### src/rtl/serial_adder.sv
// Bit-serial WIDTH-bit adder: one full_adder cell and a registered carry, LSB first.
// Latency: done pulses WIDTH+1 cycles after the accepting edge; one result every WIDTH+2 cycles.
// Backpressure: start is only honoured in IDLE; requests while busy are dropped, never queued.

module full_adder (
    input  logic a,
    input  logic b,
    input  logic cin,
    output logic sum,
    output logic cout
);
    assign sum  = a ^ b ^ cin;
    assign cout = (a & b) | (cin & (a ^ b));
endmodule

module serial_adder #(
    parameter int WIDTH = 8
) (
    input  logic             clk,
    input  logic             rst_n,
    input  logic             start,
    input  logic [WIDTH-1:0] a,
    input  logic [WIDTH-1:0] b,
    input  logic             cin,
    output logic             busy,
    output logic             done,
    output logic [WIDTH-1:0] sum,
    output logic             cout
);
    localparam int CW = $clog2(WIDTH);

    typedef enum logic [1:0] {IDLE, SHIFT, DONE} state_t;

    state_t           state_q, state_d;
    logic [WIDTH-1:0] a_sh_q, a_sh_d;
    logic [WIDTH-1:0] b_sh_q, b_sh_d;
    logic [WIDTH-1:0] sum_sh_q, sum_sh_d;
    logic [WIDTH-1:0] sum_q, sum_d;
    logic             carry_q, carry_d;
    logic             cout_q, cout_d;
    logic [CW-1:0]    cnt_q, cnt_d;
    logic             fa_sum;
    logic             fa_cout;

    full_adder u_fa (
        .a    (a_sh_q[0]),
        .b    (b_sh_q[0]),
        .cin  (carry_q),
        .sum  (fa_sum),
        .cout (fa_cout)
    );

    always_ff @(posedge clk) begin
        if (!rst_n) begin
            state_q  <= IDLE;
            a_sh_q   <= '0;
            b_sh_q   <= '0;
            sum_sh_q <= '0;
            sum_q    <= '0;
            carry_q  <= 1'b0;
            cout_q   <= 1'b0;
            cnt_q    <= '0;
        end else begin
            state_q  <= state_d;
            a_sh_q   <= a_sh_d;
            b_sh_q   <= b_sh_d;
            sum_sh_q <= sum_sh_d;
            sum_q    <= sum_d;
            carry_q  <= carry_d;
            cout_q   <= cout_d;
            cnt_q    <= cnt_d;
        end
    end

    always_comb begin
        state_d  = state_q;
        a_sh_d   = a_sh_q;
        b_sh_d   = b_sh_q;
        sum_sh_d = sum_sh_q;
        sum_d    = sum_q;
        carry_d  = carry_q;
        cout_d   = cout_q;
        cnt_d    = cnt_q;
        case (state_q)
            IDLE: begin
                if (start) begin
                    a_sh_d  = a;
                    b_sh_d  = b;
                    carry_d = cin;
                    cnt_d   = '0;
                    state_d = SHIFT;
                end
            end
            SHIFT: begin
                a_sh_d   = a_sh_q >> 1;
                b_sh_d   = b_sh_q >> 1;
                carry_d  = fa_cout;
                sum_sh_d = {fa_sum, sum_sh_q[WIDTH-1:1]};
                cnt_d    = cnt_q + CW'(1);
                // Last bit: publish the completed shift word so partial sums never reach the output.
                if (cnt_q == CW'(WIDTH - 1)) begin
                    sum_d   = {fa_sum, sum_sh_q[WIDTH-1:1]};
                    cout_d  = fa_cout;
                    state_d = DONE;
                end
            end
            DONE: begin
                state_d = IDLE;
            end
            default: begin
                state_d = IDLE;
            end
        endcase
    end

    assign busy = (state_q != IDLE);
    assign done = (state_q == DONE);
    assign sum  = sum_q;
    assign cout = cout_q;
endmodule

### config.mk
export PLATFORM = sky130hd
export DESIGN_NAME = serial_adder
export DESIGN_NICKNAME = d
export VERILOG_FILES = /design/src/rtl/serial_adder.sv
export SDC_FILE = /design/constraint.sdc
export NUM_CORES = 1
export LEC_CHECK = 0
export CAP_MARGIN = 20
export CORE_MARGIN = 2
export CORE_UTILIZATION = 50
export CTS_BUF_LIST = sky130_fd_sc_hd__clkbuf_16
export DETAILED_ROUTE_END_ITERATION = 10
export GPL_TIMING_DRIVEN = 0
export HOLD_SLACK_MARGIN = 0.03
export MAX_ROUTING_LAYER = met4
export PLACE_DENSITY = 0.77
export SLEW_MARGIN = 20
export SYNTH_ARGS = -nofsm -noshare
export SYNTH_HDL_FRONTEND = slang
export SYNTH_SLANG_ARGS = --single-unit
### constraint.sdc
create_clock -name clk -period 1.9 [get_ports clk]
set_clock_uncertainty 0.1 [all_clocks]
set_input_delay 0.19 -clock clk [delete_from_list [all_inputs] [get_ports clk]]
set_output_delay 0.19 -clock clk [all_outputs]
set_load 0.005 [all_outputs]
# Word level (Yosys, flattened, before mapping)
# Index checks and enable logic that the tools add are counted.
dict set report classes {
  add_sub_neg 1
  n_eq_ne 5
  mux 11
  n_bitwise 5
  n_reduce_logical 6
}
# op count
set ops {}
lappend ops {{case mux 8 bit (2 select lines)} 2}
lappend ops {{2-to-1 mux 8 bit} 2}
lappend ops {{case mux 3 bit (2 select lines)} 1}
lappend ops {{AND reduction 2 bit} 3}
lappend ops {{2-to-1 mux 2 bit} 2}
lappend ops {{inequality test 2 bit, second input constant} 2}
lappend ops {{case mux 2 bit (2 select lines)} 1}
lappend ops {{nonzero test 2 bit} 2}
lappend ops {{adder 3 x 1 -> 3 bit, second input constant} 1}
lappend ops {{equality test 3 bit, second input constant} 1}
lappend ops {{2-to-1 mux 3 bit} 1}
lappend ops {{bitwise AND 1 bit} 2}
lappend ops {{equality test 2 x 1 -> 1 bit, second input constant} 1}
lappend ops {{equality test 2 bit, second input constant} 1}
lappend ops {{logical NOT 2 bit} 1}
lappend ops {{case mux 1 bit (2 select lines)} 1}
lappend ops {{bitwise XOR 1 bit} 2}
lappend ops {{2-to-1 mux 1 bit} 1}
lappend ops {{bitwise OR 1 bit} 1}
dict set report totals {
  reg_bits 39
  input_bits 20
  output_inout_bits 11
}

# Longest topological paths before layout
# Gate-level depths: netlist of the first run.
dict set report depth {
  word_depth 4
  depth_mapped 6
  ltp_nobuf 5
}

# Modules after synthesis
# From an unflattened synthesis of the first run, not the netlist that was laid out.
dict set report unflattened {
  cells_unflattened 171
  hier_area_um2 1620.3
}
# mod instances cells_per_inst area_per_inst_um2 seq_area_each_um2
set by_module_without_submodules {}
lappend by_module_without_submodules {serial_adder 1 170 1600.3 760.7}
lappend by_module_without_submodules {full_adder 1 1 20.0 0.0}

# Worst setup path after synthesis of the first run
# No wires, ideal clock.
dict set report synth_timing {
  path_type {register to register}
  start {register state_q[0]}
  end {register a_sh_q[0]}
  setup_time_ns 0.117
  t_arrival_ns 1.225
  setup_slack_ns 0.458
  path_stages_with_launch 7
  n_path_buf 3
  synth_period_minus_slack_ns 1.442
  path_cell_list {dfxtp_1 buf_6 or3b_1 buf_6 buf_12 o221ai_2 nor2_1}
}
dict set report synth_between {
  elab_chain_cells 3
}
# element line_no
set synth_lines {}
lappend synth_lines {{start, declared} 34} ;# state_t state_q, state_d;
lappend synth_lines {{start signal, assigned} 64} ;# state_q <= state_d;
lappend synth_lines {{equality test 2 x 1 -> 1 bit or logical NOT 2 bit (tied branches)} 84} ;# case (state_q)
lappend synth_lines {{nonzero test 2 bit (no source line) or inequality test 2 bit (tied branches)} --}
lappend synth_lines {{AND reduction 2 bit (no source line)} --}
lappend synth_lines {{end signal, assigned} 65} ;# a_sh_q <= a_sh_d;
lappend synth_lines {{end, declared} 35} ;# logic [WIDTH-1:0] a_sh_q, a_sh_d;
# Parallel ways exist; a longest one is shown, timed or not.
# A chain may end at the register's enable or synchronous reset.

# Final worst setup path of the first run
dict set report layout_timing {
  start {register state_q[0]}
  end {output port busy}
}
dict set report layout_between {
  elab_chain_cells 1
}
# element line_no
set layout_lines {}
lappend layout_lines {{nonzero test 2 bit} 116} ;# assign busy = (state_q != IDLE);
lappend layout_lines {{end, declared} 25} ;# output logic busy,
# No other way between the ends.

==> metrics, run 1 <==
CTS Buf Count 5; Critical Path Sink Type primary output; num rows 20; root buf cell clkbuf_16; clk buf depth 2; register area share after synthesis 47.2%; Critical R2R Capture sum[5]; post-CTS sizing 0; Antenna diodes 0; synthesized area 1610 sq um; Die Ht 60.8 um; R2R depth 5; net count after synthesis 193; maximum clock rate 0.586 GHz; grt total ovfl 0; share of the synthesized area in the top cell type 47.2%; largest net degree at the start of global routing 12; first-pass GRT wire length 5.69 mm; Die X 60.8 um; net switching power 0.000438 W; vias in the first global route 1287; Tcrit/Tclk final 89.8%; reg-to-reg critical path startpoint cnt_q[0]; Post-CTS Setup Inserts 0; first-pass detailed-route iteration total 4; Slew HR 65.9%; Net Sw Frac 23.6%; antenna-violating nets left 0; area grow syn2layout 30.0%; Clock power frac 42.4%; Hold Path Depth 2; R2R setup slack 370 ps; Total GRT Usage 22.4%; Synth area leaders dfxtp_1, o221ai_2, a21boi_0, nor2_1, nand2_1; crit path time final 1710 ps; Hold Fails Final Rpt 0; final setup fails 0; Crit Path Class flip-flop to primary output; crit path DAT 1420 ps; total of max-cap violations 0; Setup TNS 0 ps; Worst-Margin Slew 512 ps; CP Data Required Time 1610 ps; Leakage 0.764 nW; run status complete, no violations; initial antenna violation count 0; routed via count 1305; Synth area leader dfxtp_1; min-delay worst type primary input to flip-flop; # port buffers 29; Core ar. 3050 sq um; clock-pin slew on the worst setup and hold paths 60 ps; flops & latches, synth 38; Ports 31; Final nets 229; hpwl dp 2.47 mm; initial DRC count 43; wire per inst 13.3 um; layout cells sized above 1 13.5%; Vias/cell 5.20; Post-Syn Instances 170; Yosys warning count 0; number of DRC violations after detailed routing 0; worst-path fanout max 10; Mean Syn Cell Area 9.47 sq um; die area 3690 sq um; Yosys cell types 27; Placer Congestion 0.766; Total Power Consumption 0.00186 W; clock latency at the later pin of the worst-skew pair 280 ps; Max IR drop VDD 0.000724 V; Slew Limit Fails 0; startpoint types flip-flop; initial core utilization 52.7%; min-delay src rst_n; CTS tree built; DRT Wirelength 3.33 mm; RSZ-0062 raised after global routing false; WHS Endpoint sum[4]; P per Cell Area 886 nW/um^2; internal power 0.00142 W; Clock Sinks 38; H-tree levels 2; Flop pwr share 46.4%; CTS Hold Buffers Added 0; Combinational Power Share 11.1%
-- Yosys cell counts --
master and number:
nand3b_1 1, buf_12 1, ha_1 2, and3_1 2, nand2_1 24, o21bai_1 1
nor3b_1 1, a21boi_1 1, a21boi_0 15, or3b_1 1, o221ai_1 5, mux2i_1 1
buf_6 2, nor2_1 30, dfxtp_1 38, buf_1 1, nor2b_1 6, buf_2 7
clkbuf_1 3, fa_1 1, nand2b_1 1, and2_1 1, a22oi_1 4, o221ai_2 10
o21ba_2 1, nand3_1 9, or2_2 1
-- layer usage --
| metal | up-vias | share of wire [%] | wire length [um] | global-route usage [%] |
|---|---|---|---|---|
| met1 | 594 | 41 | 1370 | 23.2 |
| met3 | 8 | 5.2 | 173 | 5.33 |
| met2 | 41 | 51 | 1710 | 38.7 |
| met4 | 0 | 2.2 | 72 | 12.4 |
| met5 | - | 0 | 0 | - |
| li1 | 662 | - | - | - |
-- worst max-delay path: stages (launching register included) --
cell             delay [ps]
dfxtp_1                 300
buf_6                   130
or2_2                   260
clkdlybuf4s50_1         440
-- worst max-delay path by stage --
stage / end / slack (ps) / startpoint / cells past startpoint
2_1_floorplan: a_sh_q[0] / 460 / state_q[0] / 6
3_3_place_gp: a_sh_q[2] / 110 / start / 6
3_5_place_dp: b_sh_q[6] / 80 / start / 6
4_1_cts: busy / 190 / state_q[0] / 3
5_1_grt: done / 150 / state_q[1] / 2
6_report: busy / 190 / state_q[0] / 3
-- cell type report --
cell class                      count  area (sq um)
Buffer                             14          92.6
Fill cell                         250           960
Clock buffer                        5           125
Clock inverter                      3          12.5
Timing Repair Buffer               29           290
Sequential cell                    38           761
Tap cell                           44          55.1
Multi-Input combinational cell    118           757
-- metrics by stage --
| stage | instance area [sq um] | hold WS, ps | utilization, % | std cells | worst slack [ps] |
|---|---|---|---|---|---|
| 6_report | 2090 | 208 | 68.6 | 251 | 193 |
| 5_1_grt | 2090 | 245 | 68.6 | 251 | 155 |
| 4_1_cts | 2090 | 221 | 68.6 | 251 | 187 |
| 3_5_place_dp | 1960 | 358 | 64.1 | 243 | 84.8 |
| 3_3_place_gp | 1960 | 347 | 64.1 | 243 | 109 |
| 2_1_floorplan | 1610 | 261 | - | 170 | 458 |
-- state kept, by name, indices dropped and copies added (netlist names) --
| signal | count |
|---|---|
| a_sh_q | 8 |
| b_sh_q | 8 |
| sum | 8 |
| sum_sh_q | 7 |
| cnt_q | 3 |
| state_q | 2 |
| carry_q | 1 |
| cout | 1 |
-- logic make-up (layout without fill, tap and decap cells) --
| logic type | Yosys count | after routing | synth area share (%) |
|---|---|---|---|
| mux | 1 | 1 | 0.622 |
| flops | 38 | 38 | 47.2 |
| compound gates | 37 | 37 | 22.5 |
| buf+inv | 14 | 51 | 5.75 |
| fa+ha+maj | 3 | 3 | 2.80 |
| simple gates | 77 | 77 | 21.1 |
-- placed cells by master, fill, tap and decap left out, types with 2 or more instances in the layout --
cell             netlist  layout
clkbuf_1               3       3
clkbuf_16              0       5
a21boi_0              15      15
ha_1                   2       2
o221ai_1               5       5
nand3_1                9       9
buf_6                  2       2
clkdlybuf4s50_1        0      29
dfxtp_1               38      38
nor2b_1                6       6
a22oi_1                4       4
buf_2                  7       7
nand2_1               24      24
and3_1                 2       2
o221ai_2              10      10
nor2_1                30      30
-- power by group through the flow --
stage,clock (W),sequential (W),combinational [W]
after floorplan,0,0.000872,0.000134
after detailed placement,0,0.000878,0.000206
after global routing,0.000836,0.000866,0.000226
after CTS,0.000793,0.000861,0.000207
after global placement,0,0.000876,0.000197
final,0.000787,0.000861,0.000206
Power figures use the tool's default switching activity.
==> inputs of run 2 (changes only) <==
--- a/config.mk
+++ b/config.mk
@@ -6,14 +6,16 @@
 export NUM_CORES = 1
 export LEC_CHECK = 0
 export CAP_MARGIN = 20
+export CELL_PAD_IN_SITES_DETAIL_PLACEMENT = 0
+export CELL_PAD_IN_SITES_GLOBAL_PLACEMENT = 1
 export CORE_MARGIN = 2
-export CORE_UTILIZATION = 50
+export CORE_UTILIZATION = 38
 export CTS_BUF_LIST = sky130_fd_sc_hd__clkbuf_16
 export DETAILED_ROUTE_END_ITERATION = 10
 export GPL_TIMING_DRIVEN = 0
 export HOLD_SLACK_MARGIN = 0.03
 export MAX_ROUTING_LAYER = met4
-export PLACE_DENSITY = 0.77
+export PLACE_DENSITY_LB_ADDON = 0.1
 export SLEW_MARGIN = 20
 export SYNTH_ARGS = -nofsm -noshare
 export SYNTH_HDL_FRONTEND = slang
==> metrics, run 2 (synthesized netlist as in run 1, its figures left out) <==
run status complete, no violations; CTS Buf Count 5 (unchanged); Slew Limit Fails 0 (unchanged); Die X 69.1 um (+14%); RSZ-0062 raised after global routing false; CTS Hold Buffers Added 0 (unchanged); post-CTS sizing 0 (unchanged); most frequent cells in the layout dfxtp_1, nor2_1, clkdlybuf4s50_1; Top delay family on crit path buffers and inverters; reg-to-reg critical path startpoint cnt_q[0]; DRT Wirelength 3.35 mm (+0.54%); post-route cell area 2100 sq um (+0.12%); Setup TNS 0 ps (unchanged); Clock power frac 41.6% (-0.8 points); antenna-violating nets left 0 (unchanged); Critical R2R Capture sum[5]; net switching power 0.000413 W (-5.7%); Placed Area 1960 sq um (+0.38%); Clock Sinks 38 (unchanged); min-delay worst type primary input to flip-flop; final setup fails 0 (unchanged); Combinational Power Share 11.2% (about the same); # port buffers 29 (unchanged); layout cells sized above 1 13.1% (-0.42 points); crit path DAT 1410 ps (about the same); maximum clock rate 0.587 GHz (+0.24%); Post-Place Cells 249 (+2.5%); Worst-Margin Slew 549 ps (+36.6 ps); initial core utilization 40.0% (-13 points); CP max-delay cell clkdlybuf4s50_1; WHS Endpoint sum[4]; clk buf depth 2 (unchanged); Max IR drop VDD 0.000580 V (-20%); worst-path fanout max 10 (unchanged); Placer Congestion 0.708 (-7.6%); initial DRC count 74 (+72%); grt total ovfl 0 (unchanged); clock-pin slew on the worst setup and hold paths 50 ps (about the same); vias in the first global route 1269 (-1.4%); Vias/cell 5.12 (-1.6%); total of max-cap violations 0 (unchanged); die area 4770 sq um (+29%); routed via count 1310 (+0.38%); Net Sw Frac 22.6% (-0.98 points); Leakage 0.764 nW (about the same); hpwl dp 2.42 mm (-2.0%); Die Ht 69.1 um (+14%); largest net degree at the start of global routing 11 (-1); commonest non-fill, non-tap cell in the layout dfxtp_1; H-tree levels 2 (unchanged); Critical Path Sink Type primary output; Crit Path Class flip-flop to primary output; worst path buffer plus inverter count 2 (unchanged); area grow syn2layout 30.1%; wire per inst 13.1 um (-1.4%); CP cell instances buf_6, or2_2, clkdlybuf4s50_1; Hold Fails Final Rpt 0 (unchanged); Hold Path Depth 2 (unchanged); Slew HR 63.4% (-2.4 points); Ports 31 (unchanged); final core occ 52.0% (-17 points); min-delay src rst_n; Antenna diodes 0 (unchanged); R2R setup slack 350 ps (-20 ps); Final WS setup 197 ps (+4.12 ps); Finished Layout Cells 256 (+2.0%); crit path time final 1700 ps (-4.12 ps); R2R depth 5 (unchanged); Core ar. 4030 sq um (+32%); num rows 23 (+15%); clock latency at the later pin of the worst-skew pair 280 ps (about the same); Flop pwr share 47.2% (+0.8 points); crit-path max cell delay 440 ps (about the same); Layout fillers 380 (+52%); first-pass GRT wire length 5.79 mm (+1.7%); startpoint types flip-flop; P per Cell Area 870 nW/um^2 (-1.8%); initial antenna violation count 0 (unchanged); number of DRC violations after detailed routing 0 (unchanged); first-pass detailed-route iteration total 4 (unchanged); Post-CTS Setup Inserts 0 (unchanged); root buf cell clkbuf_16; Total GRT Usage 15.7% (-6.7 points); Tcrit/Tclk final 89.6% (-0.22 points); internal power 0.00141 W (-0.39%); CP Data Required Time 1610 ps (about the same); Final nets 229 (unchanged); setup slack at placement 109 ps (+23.8 ps); CTS tree built
## run 2: changes by cell type in the layout (fill, tap and decap cells not counted)
| cell | previous run | this run |
|---|---|---|
| clkinv_1 | 1 | 0 |
| inv_1 | 1 | 2 |
| clkinv_2 | 1 | 0 |
## run 2: cell type report
type	count	area (sq um)	share of cell area (%)
flip-flops and latches	38	761	36.3
multi-input cells	118	757	36.1
repair buffers	29	290	13.9
well taps	50	62.6	2.99
clock buffers	5	125	5.97
clock inverters	2	7.51	0.358
plain buffers	14	92.6	4.42
## run 2: power by group through the flow
stage	logic (W)	registers, W	clock network [W]
after floorplan	0.000134	0.000872	0
after global placement	0.000202	0.000877	0
after detailed placement	0.000206	0.000878	0
after CTS	0.000207	0.000861	0.000771
after global routing	0.000224	0.000866	0.000822
final	0.000204	0.000861	0.000759
## run 2: layer usage
layer	global-route usage, %	share of wire [%]	vias to the layer above
li1	-	-	668
met1	19.2	47	611
met2	24.0	47	25
met3	5.56	5.2	6
met4	5.23	1.4	0
met5	-	0	-
## run 2: per-stage QoR
stage / total power [W] / hold WS (ps)
2_1_floorplan: 0.00101 / 261
3_3_place_gp: 0.00108 / 349
3_5_place_dp: 0.00108 / 358
4_1_cts: 0.00184 / 231
5_1_grt: 0.00191 / 244
6_report: 0.00182 / 226
## run 2: how the worst max path moves through the flow
stage | start | end | slack, ps | cells after the start
4_1_cts | state_q[0] | busy | 190 | 3
2_1_floorplan | state_q[0] | a_sh_q[0] | 460 | 6
3_3_place_gp | start | a_sh_q[6] | 110 | 6
5_1_grt | state_q[1] | done | 150 | 2
6_report | state_q[0] | busy | 200 | 3
3_5_place_dp | start | a_sh_q[1] | 110 | 6
## run 2: worst register-to-register path, delay by kind of cell, from the launching register on
family          cells  cell delay [ps]
compound gates      1              170
fa+ha+maj           2              350
buf+inv             1              380
flops               1              350
simple gates        1              130
